--- config.mk ---
export PLATFORM = sky130hd
export DESIGN_NAME = pht_update_ctrl
export DESIGN_NICKNAME = d
export VERILOG_FILES = /design/src/rtl/pht_update_ctrl.sv
export SDC_FILE = /design/constraint.sdc
export NUM_CORES = 1
export LEC_CHECK = 0
export ABC_AREA = 1
export CAP_MARGIN = 20
export CORE_MARGIN = 5
export CORE_UTILIZATION = 40
export CTS_BUF_LIST = sky130_fd_sc_hd__clkbuf_8
export DETAILED_ROUTE_END_ITERATION = 6
export PLACE_DENSITY_LB_ADDON = 0.08
export SETUP_SLACK_MARGIN = 0.1
export SLEW_MARGIN = 20
export SYNTH_ARGS = -nofsm -noshare
export SYNTH_HDL_FRONTEND = slang
export SYNTH_SLANG_ARGS = --single-unit
--- constraint.sdc ---
create_clock -name clk -period 2.5 [get_ports clk]
set_input_delay 0.25 -clock clk [delete_from_list [all_inputs] [get_ports clk]]
set_output_delay 0.25 -clock clk [all_outputs]
set_load 0.005 [all_outputs]
--- src/rtl/pht_update_ctrl.sv ---
// Port-B owner of the branch predictor PHT: sweeps the table to INIT_VAL after reset
// or clear, then applies saturating-counter read-modify-write updates from commit.
module pht_update_ctrl #(
  parameter int unsigned ADDR_WIDTH = 4,
  parameter int unsigned CNT_WIDTH  = 2,
  parameter int unsigned INIT_VAL   = 1
) (
  input  logic                  clk,
  input  logic                  rst,
  input  logic                  upd_valid_i,
  output logic                  upd_ready_o,
  input  logic [ADDR_WIDTH-1:0] upd_addr_i,
  input  logic                  upd_taken_i,
  input  logic                  clear_i,
  output logic                  init_done_o,
  output logic                  ram_en_o,
  output logic                  ram_we_o,
  output logic [ADDR_WIDTH-1:0] ram_addr_o,
  output logic [CNT_WIDTH-1:0]  ram_wdata_o,
  input  logic [CNT_WIDTH-1:0]  ram_rdata_i,
  output logic [1:0]            dbg_state_o
);

  typedef enum logic [1:0] {
    S_CLEAR  = 2'd0,
    S_IDLE   = 2'd1,
    S_WRBACK = 2'd2
  } state_t;

  localparam logic [ADDR_WIDTH-1:0] IDX_LAST = {ADDR_WIDTH{1'b1}};
  localparam logic [ADDR_WIDTH-1:0] IDX_ONE  = ADDR_WIDTH'(1);
  localparam logic [CNT_WIDTH-1:0]  CNT_MAX  = {CNT_WIDTH{1'b1}};
  localparam logic [CNT_WIDTH-1:0]  CNT_ONE  = CNT_WIDTH'(1);
  localparam logic [CNT_WIDTH-1:0]  INIT_CNT = CNT_WIDTH'(INIT_VAL);

  state_t                r_state;
  logic [ADDR_WIDTH-1:0] r_clr_idx;
  logic                  r_clr_pend;
  logic [ADDR_WIDTH-1:0] r_upd_addr;
  logic                  r_upd_taken;

  state_t                w_state_nxt;
  logic [ADDR_WIDTH-1:0] w_clr_idx_nxt;
  logic                  w_clr_pend_nxt;
  logic                  w_accept;
  logic [CNT_WIDTH-1:0]  w_cnt_nxt;

  // Saturating counter step on the old value returned by the read issued in IDLE.
  always_comb begin
    w_cnt_nxt = ram_rdata_i;
    if (r_upd_taken) begin
      if (ram_rdata_i != CNT_MAX) w_cnt_nxt = ram_rdata_i + CNT_ONE;
    end else begin
      if (ram_rdata_i != '0) w_cnt_nxt = ram_rdata_i - CNT_ONE;
    end
  end

  // Handshake: an update is accepted in the cycle where upd_valid_i and upd_ready_o
  // are both high; the requester must hold addr/taken stable until then.
  always_comb begin
    w_state_nxt    = r_state;
    w_clr_idx_nxt  = r_clr_idx;
    w_clr_pend_nxt = r_clr_pend;
    w_accept       = 1'b0;
    upd_ready_o    = 1'b0;
    init_done_o    = 1'b0;
    ram_en_o       = 1'b0;
    ram_we_o       = 1'b0;
    ram_addr_o     = '0;
    ram_wdata_o    = '0;

    case (r_state)
      S_CLEAR: begin
        ram_en_o    = 1'b1;
        ram_we_o    = 1'b1;
        ram_addr_o  = r_clr_idx;
        ram_wdata_o = INIT_CNT;
        if (r_clr_idx == IDX_LAST) begin
          w_clr_idx_nxt  = '0;
          w_clr_pend_nxt = 1'b0;
          // A clear seen after index 0 restarts the sweep without an IDLE gap.
          w_state_nxt    = (r_clr_pend || clear_i) ? S_CLEAR : S_IDLE;
        end else begin
          w_clr_idx_nxt = r_clr_idx + IDX_ONE;
          if (clear_i && (r_clr_idx != '0)) w_clr_pend_nxt = 1'b1;
        end
      end

      S_IDLE: begin
        init_done_o = 1'b1;
        upd_ready_o = ~r_clr_pend & ~clear_i;
        if (r_clr_pend || clear_i) begin
          w_state_nxt = S_CLEAR;
        end else if (upd_valid_i) begin
          ram_en_o    = 1'b1;
          ram_addr_o  = upd_addr_i;
          w_accept    = 1'b1;
          w_state_nxt = S_WRBACK;
        end
      end

      S_WRBACK: begin
        init_done_o = 1'b1;
        ram_en_o    = 1'b1;
        ram_we_o    = 1'b1;
        ram_addr_o  = r_upd_addr;
        ram_wdata_o = w_cnt_nxt;
        w_state_nxt = (r_clr_pend || clear_i) ? S_CLEAR : S_IDLE;
      end

      default: begin
        w_state_nxt = S_CLEAR;
      end
    endcase

    if (rst) begin
      upd_ready_o = 1'b0;
      init_done_o = 1'b0;
      ram_en_o    = 1'b0;
      ram_we_o    = 1'b0;
      ram_addr_o  = '0;
      ram_wdata_o = '0;
    end
  end

  always_ff @(posedge clk) begin
    if (rst) begin
      r_state     <= S_CLEAR;
      r_clr_idx   <= '0;
      r_clr_pend  <= 1'b0;
      r_upd_addr  <= '0;
      r_upd_taken <= 1'b0;
    end else begin
      r_state    <= w_state_nxt;
      r_clr_idx  <= w_clr_idx_nxt;
      r_clr_pend <= w_clr_pend_nxt;
      if (w_accept) begin
        r_upd_addr  <= upd_addr_i;
        r_upd_taken <= upd_taken_i;
      end
    end
  end

  assign dbg_state_o = rst ? 2'd0 : r_state;

endmodule
======== After elaboration in Yosys (flattened, before gate mapping) ========
Index checks and enable logic that the tools add are counted.
cells by class
  equality and inequality tests ........... 6
  reductions and logical operators ........ 10
  $add $sub $neg .......................... 3
  bitwise operators ....................... 3
  multiplexer cells ....................... 29
operators by type and width
  kind                                                                 number
  2-bit 2-to-1 mux                                                     8
  4-bit 2-to-1 mux                                                     4
  1-bit 2-to-1 mux                                                     13
  4-bit case mux with 3 select lines                                   1
  2-bit case mux with 3 select lines                                   1
  4-bit by 1-bit adder with 4-bit output (second input constant)       1
  4-bit == test (second input constant)                                1
  2-bit != test (second input constant)                                2
  2-bit case mux with 2 select lines                                   1
  2-bit AND reduction                                                  2
  2-bit nonzero test                                                   2
  4-bit nonzero test                                                   1
  2-bit OR reduction                                                   2
  3-bit != test (second input constant)                                1
  2-bit by 1-bit adder with 2-bit output (second input constant)       1
  2-bit by 1-bit == test with 1-bit output (second input constant)     1
  2-bit == test (second input constant)                                1
  2-bit zero test                                                      1
  1-bit inverter                                                       2
  1-bit case mux with 2 select lines                                   1
  2-bit by 1-bit subtractor with 2-bit output (second input constant)  1
  1-bit AND                                                            1
  1-bit logical AND                                                    1
  1-bit logical OR                                                     1
word-level totals
  bits of input ports ..................... 11
  logic and storage cells ................. 56
  register bits after elaboration ......... 12
  output and inout port bits .............. 12

======== Logic depth before layout (Yosys ltp) ========
  depth after elaboration ................. 5
  depth in mapped cells ................... 9
  mapped depth without buffers ............ 8

======== Worst setup path after synthesis ========
Ideal clock, no wire load.
  kind .................................... register to output
  start ................................... register r_state[0]
  end ..................................... output ram_addr_o[1]
  required time ........................... 2.250 ns
  slack ................................... 1.136 ns
  buffers on the path ..................... 1
  stages on the path, launching flop included .. 8
  data arrival time ....................... 1.114 ns
  cells stage by stage .................... dfxtp_1 -> inv_1 -> ha_1 -> buf_4 -> inv_1 -> o21ai_0 -> inv_1 -> a21oi_1
on the way
  longest elaborated chain between the ends .. 3
  elaborated cells between the ends (all ways) .. 5
  those cells by class .................... eq/ne: 2; mux: 2; reduce/logical: 1
ends and longest elaborated chain
  item                                    RTL line  RTL
  start: declaration                      36        state_t r_state;
  start signal: assignment                134       r_state <= w_state_nxt;
  2-bit == test (tied with other cells)   72        case (r_state)
  4-bit case mux with 3 select lines (*)  72
  4-bit 2-to-1 mux (*)                    116       if (rst) begin
  end: declaration                        18        output logic [ADDR_WIDTH-1:0] ram_addr_o,
Every way passes the cells marked *; elsewhere a longest branch is shown, timed or not.

======== Worst setup path in the final report ========
  start ................................... register r_state[1]
  end ..................................... output ram_addr_o[2]
Same word-level chain as after synthesis.

==> impl_metrics.yaml <==
status:
  outcome: "finished, final reports clean"
place:
  dpl_cell_area_um2: 1010
  place_hpwl_um: 1400
  gp_congestion: 0.815
  portBuffers: 22
  pre_cts_slack_ns: 0.396
sta:
  timing.final.ws_setup_ns: 0.292
  worst_slew_pin_slew_ns: 0.238
  skew_ns: 0.00371
  finalHoldViolCount: 0
  min_period_ns: 2.21
  period_share_pct: 88.3
  rsz0062_at_grt: "no"
  fmax_mhz: 453
  relSlewSlack_pct: 84.1
  final_max_slew_viol_count: 0
  fin_setup_tns_ns: 0
  finalSetupViolCount: 0
finish:
  postLayoutCoreUtil_pct: 60.4
  final_nets: 156
  area_delta_synth_final_pct: 39.3
  stdcell_area_um2: 1060
  layout-drive-gt1-share_pct: 10.2
  n_antenna_cell: 0
floorplanning:
  ios: 23
  die_x_um: 53.7
  die-height_um: 53.7
  core_um2: 1760
  placementRows: 15
  die-area_um2: 2890
  start_util_pct: 43.3
global_route:
  met1_usage_pct: 19.9
  grtUsageMet3_pct: 3.32
  track_usage_pct: 15.6
  grt_max_degree: 13
  grt_pass1_vias: 751
  grt_pass1_wl_um: 3260
  antenna_found_initial: 0
  grt_overflow: 0
  grt_use_met2_pct: 24.0
  top_usage_layer: "met2"
worst_setup_path:
  cp-end-kind: "primary output"
  crit_type: "flip-flop to primary output"
  required_ns: 2.25
  cp-start-kind: "flip-flop"
  crit_start: "r_state[1]"
  worstPathArrival_ns: 1.96
  path_max_fanout: 7
  r2r-start: "r_state[0]"
yosys:
  synth.area.top_cells: "dfxtp_1 (31%), nand2_1 (14%), a21oi_1 (10%), ha_1 (9.8%), inv_1 (6.9%)"
  yosys.area.top_type: "dfxtp_1"
  synth-async-reset-ratio_pct: 0
  avgSynthCellArea_um2: 6.77
  synth_nets: 130
  synth.most_common_cell: "nand2_1"
  synth-seq-cells: 12
  synthDistinctLibCells: 19
  synth_edf_count: 0
  synth_common_cells: "nand2_1 (29), a21oi_1 (16), inv_1 (14)"
  yosysWarnings: 0
  ys_seq_area_share_pct: 31.4
  synth_top_cell_area_share_pct: 31.4
  synth_area_um2: 764
  synthFlopType: "dfxtp_1"
  syn_inst: 113
drt:
  num_vias: 786
  drc: 0
  initialDrtViolationCount: 20
  drt-pass1-iter-count: 4
  vias_per_cell: 4.85
  drt_wl_total_um: 1860
  wl_per_cell_um: 11.5
  ant_nets: 0
cts:
  htreeDepth: 1
  cts_tree: "done"
  cts_buffers: 3
  clk_path_buf_depth: 2
  post-cts-setup-buffer-count: 0
  clock-sinks: 12
  clk_latency_ns: 0.24
  cts_root_buffer: "clkbuf_8"
  clkTransAtPathRegs_ns: 0.05
power:
  worst_ir_drop_vdd_mv: 0.246
  power.leakage_nw: 0.429
  power.total_mw: 0.444
  cellPowerDensity_nw_per_um2: 417
hold_path:
  hold_path_class: "flip-flop to flip-flop"
  worstHoldStart: "r_upd_addr[1]"
run:
  cap_violations: 0
-- final timing paths --
check	to	slack, ns	cells after the start
worst max register to register	r_state[0]	1.15	8
worst min register to register	r_upd_addr[1]	0.47	2
worst min-delay path	r_upd_addr[1]	0.47	2
worst max-delay path	ram_addr_o[2]	0.29	7
-- cells by family after synthesis --
group	share of synthesized area, %
AO/OA/AOI/OAI	17.2
adder cells (fa/ha/maj)	9.82
flip-flops	31.4
buffers and inverters	9.66
AND/OR/NAND/NOR	31.9
-- metrics by stage --
step / hold WS [ns] / instances
3_3_place_gp: 0.455 / 159
2_1_floorplan: 0.319 / 113
6_report: 0.466 / 162
3_5_place_dp: 0.458 / 159
5_1_grt: 0.497 / 162
4_1_cts: 0.466 / 162
-- what timing repair did --
action | 4_1_cts | 5_1_grt
gates resized for setup | 0 | 2
setup endpoints to repair | 0 | 1
hold buffers | 0 | 0
-- area by class of cell --
cell class,count,area (um^2)
fill,160,699
timing repair buffer,23,228
multi-input combinational,84,463
tap,25,31.3
inverter,15,61.3
clock buffer,3,41.3
sequential,12,240
-- worst max-delay path, stage by stage (launching register included) --
cell,delay [ns]
dfxtp_1,0.34
inv_1,0.15
ha_1,0.25
nand3_4,0.15
clkinv_4,0.12
nand2_2,0.06
a21oi_1,0.14
clkdlybuf4s50_1,0.52
-- flip-flops by register name, indices dropped and copies added (netlist names) --
name	cells
r_clr_idx	4
r_clr_pend	1
r_upd_addr	4
r_state	2
r_upd_taken	1
-- cells in the final DEF, fill, tap and decap left out, drive strengths merged --
cell           instances
a21boi                 1
a21oi                 17
a31oi                  2
buf                    1
clkbuf                 3
clkdlybuf4s50         22
clkinv                 1
dfxtp                 12
ha                     6
inv                   14
nand2                 34
nand3                  6
nor2                  13
nor3                   1
o211ai                 1
o21ai                  3
-- metal layers --
metal	vias to the layer above	share of wire (%)
met1	345	47
met2	25	45
met5	-	0
met4	0	2.6
met3	5	5.4
li1	411	-
-- power by group --
part	switching [mW]	leakage, nW	internal (mW)
logic	0.0294	0.310	0.0355
registers	0.00563	0.0975	0.197
clock network	0.0704	0.0216	0.106
total	0.105	0.429	0.339
Note: power is estimated with default switching activity, not from simulation.
==> variant, RTL diff (config.mk and constraints unchanged) <==
`CNT_WIDTH`: 2 -> 4.
--- a/src/rtl/pht_update_ctrl.sv
+++ b/src/rtl/pht_update_ctrl.sv
@@ -3,5 +3,5 @@
 module pht_update_ctrl #(
   parameter int unsigned ADDR_WIDTH = 4,
-  parameter int unsigned CNT_WIDTH  = 2,
+  parameter int unsigned CNT_WIDTH  = 4,
   parameter int unsigned INIT_VAL   = 1
 ) (
Ports: changed (resized ram_rdata_i and ram_wdata_o); port bits go from 23 to 27. No check against the original RTL was run, so the function may have changed too.
==> variant against the unedited design <==
- critical path type unchanged
- area after synthesis up 12%
- design area rose by 14%
- setup slack better by 0.015 ns
- wire length rose by 25%
- highest routed layer unchanged
- sequential cell count stayed put
- cell count is 12% higher
- critical endpoint is now ram_addr_o[3]
- count of clock-buffer cells in the layout rose by 1
- largest cell class unchanged
Power is not compared: it rests on default switching activity, and its combinational part moved more than twofold at a synthesized area within 25%.
==> variant: results (changes against the unedited design) <==
Outcome - finished, final reports clean
Rel. slew slack - 0.799 (-0.0423)
Met3 routed wirelength - 107 um (+5.9%)
Post-synth top cells - nand2_1, inv_1, a21oi_1, dfxtp_1, nor2_1
DR vias/cell - 5.08 (+4.6%)
Hold_sp - r_upd_addr[0]$_SDFFE_PP0N_
Largest net degree at the start of global routing - 11 (-2)
Xor/xnor share of the synthesized area - 0.0409 (+0.0409)
IO Port Bufs - 26 (+18%)
Register area share after synthesis - 0.281 (-0.0335)
HPWL Detailed - 1870 um (+34%)
Cells taking the most area after synthesis - dfxtp_1, nand2_1, ha_1
Clock Skew - 0.00752 ns (+0.00381 ns)
Path depth of the worst reg2reg path - 6 (-2)
First-pass GRT wire length - 4030 um (+24%)
Met2 routed wirelength - 1170 um (+42%)
Met3 Track Usage GR - 0.0413 (+0.00804)
Synth Area in Compound Gates - 0.186 (+0.0138)
Clock-cell share - 0.0453 (+0.00649)
Adder-Cell Fraction of Synth Area - 0.117 (+0.0188)
Critical path arrival - 1.94 ns (-0.02 ns)
Non-clock buffer area fraction after layout - 0.224 (+0.0104)
Non-CTS buffers - 27 (+17%)
Final GP Congestion - 0.826 (+1.4%)
Share of cells above drive strength 1 - 0.0968 (-0.00542)
RR Endpoint - r_clr_idx[3]$_SDFFE_PP0P_
Multi-input gate area - 558 um2 (+21%)
Syn_nets - 147 (+13%)
Hold endpoint - r_upd_addr[0]$_SDFFE_PP0N_
Setup crit end - ram_addr_o[3]
Met1 usage - 0.186 (-0.0133)
# fillers - 204 (+28%)
Crit Path Max Fanout - 8 (+1)
Clock buffers - 4 (+1)
Wl on met1 - 1010 um (+15%)
Cell variety after synth - 23 (+4)
R2R Setup Slk - 1.00 ns (-0.15 ns)
Post-Route WL - 2320 um (+25%)
Nets - 177 (+13%)
Post-DP Area - 1150 um2 (+13%)
==> variant: changes by cell type in the layout (fill, tap and decap cells not counted), sizes merged, moves of 3 or more <==
| cell | before | now |
|---|---|---|
| a31oi | 2 | 6 |
| a21oi | 17 | 13 |
| o21ai | 3 | 9 |
| nand2 | 34 | 29 |
| nand3 | 6 | 9 |
==> variant: stage by stage <==
step / setup slack (ns) / total power [uW] / cells / hold slack (ns)
3_5_place_dp: 0.168 / 392 / 178 / 0.461
4_1_cts: 0.168 / 612 / 182 / 0.469
5_1_grt: 0.107 / 657 / 182 / 0.500
3_3_place_gp: 0.194 / 388 / 178 / 0.454
2_1_floorplan: 1.20 / 318 / 126 / 0.319
6_report: 0.307 / 611 / 182 / 0.472
==> variant: timing repair <==
action,CTS,global route
hold buffers,0,0
setup endpoints to repair,0,3
gates resized for setup,0,4
==> variant: report_power, final <==
part,switching [uW],internal (uW),total (uW)
logic,87.7,81.5,169
clock network,81.3,140,221
registers,12.7,208,221
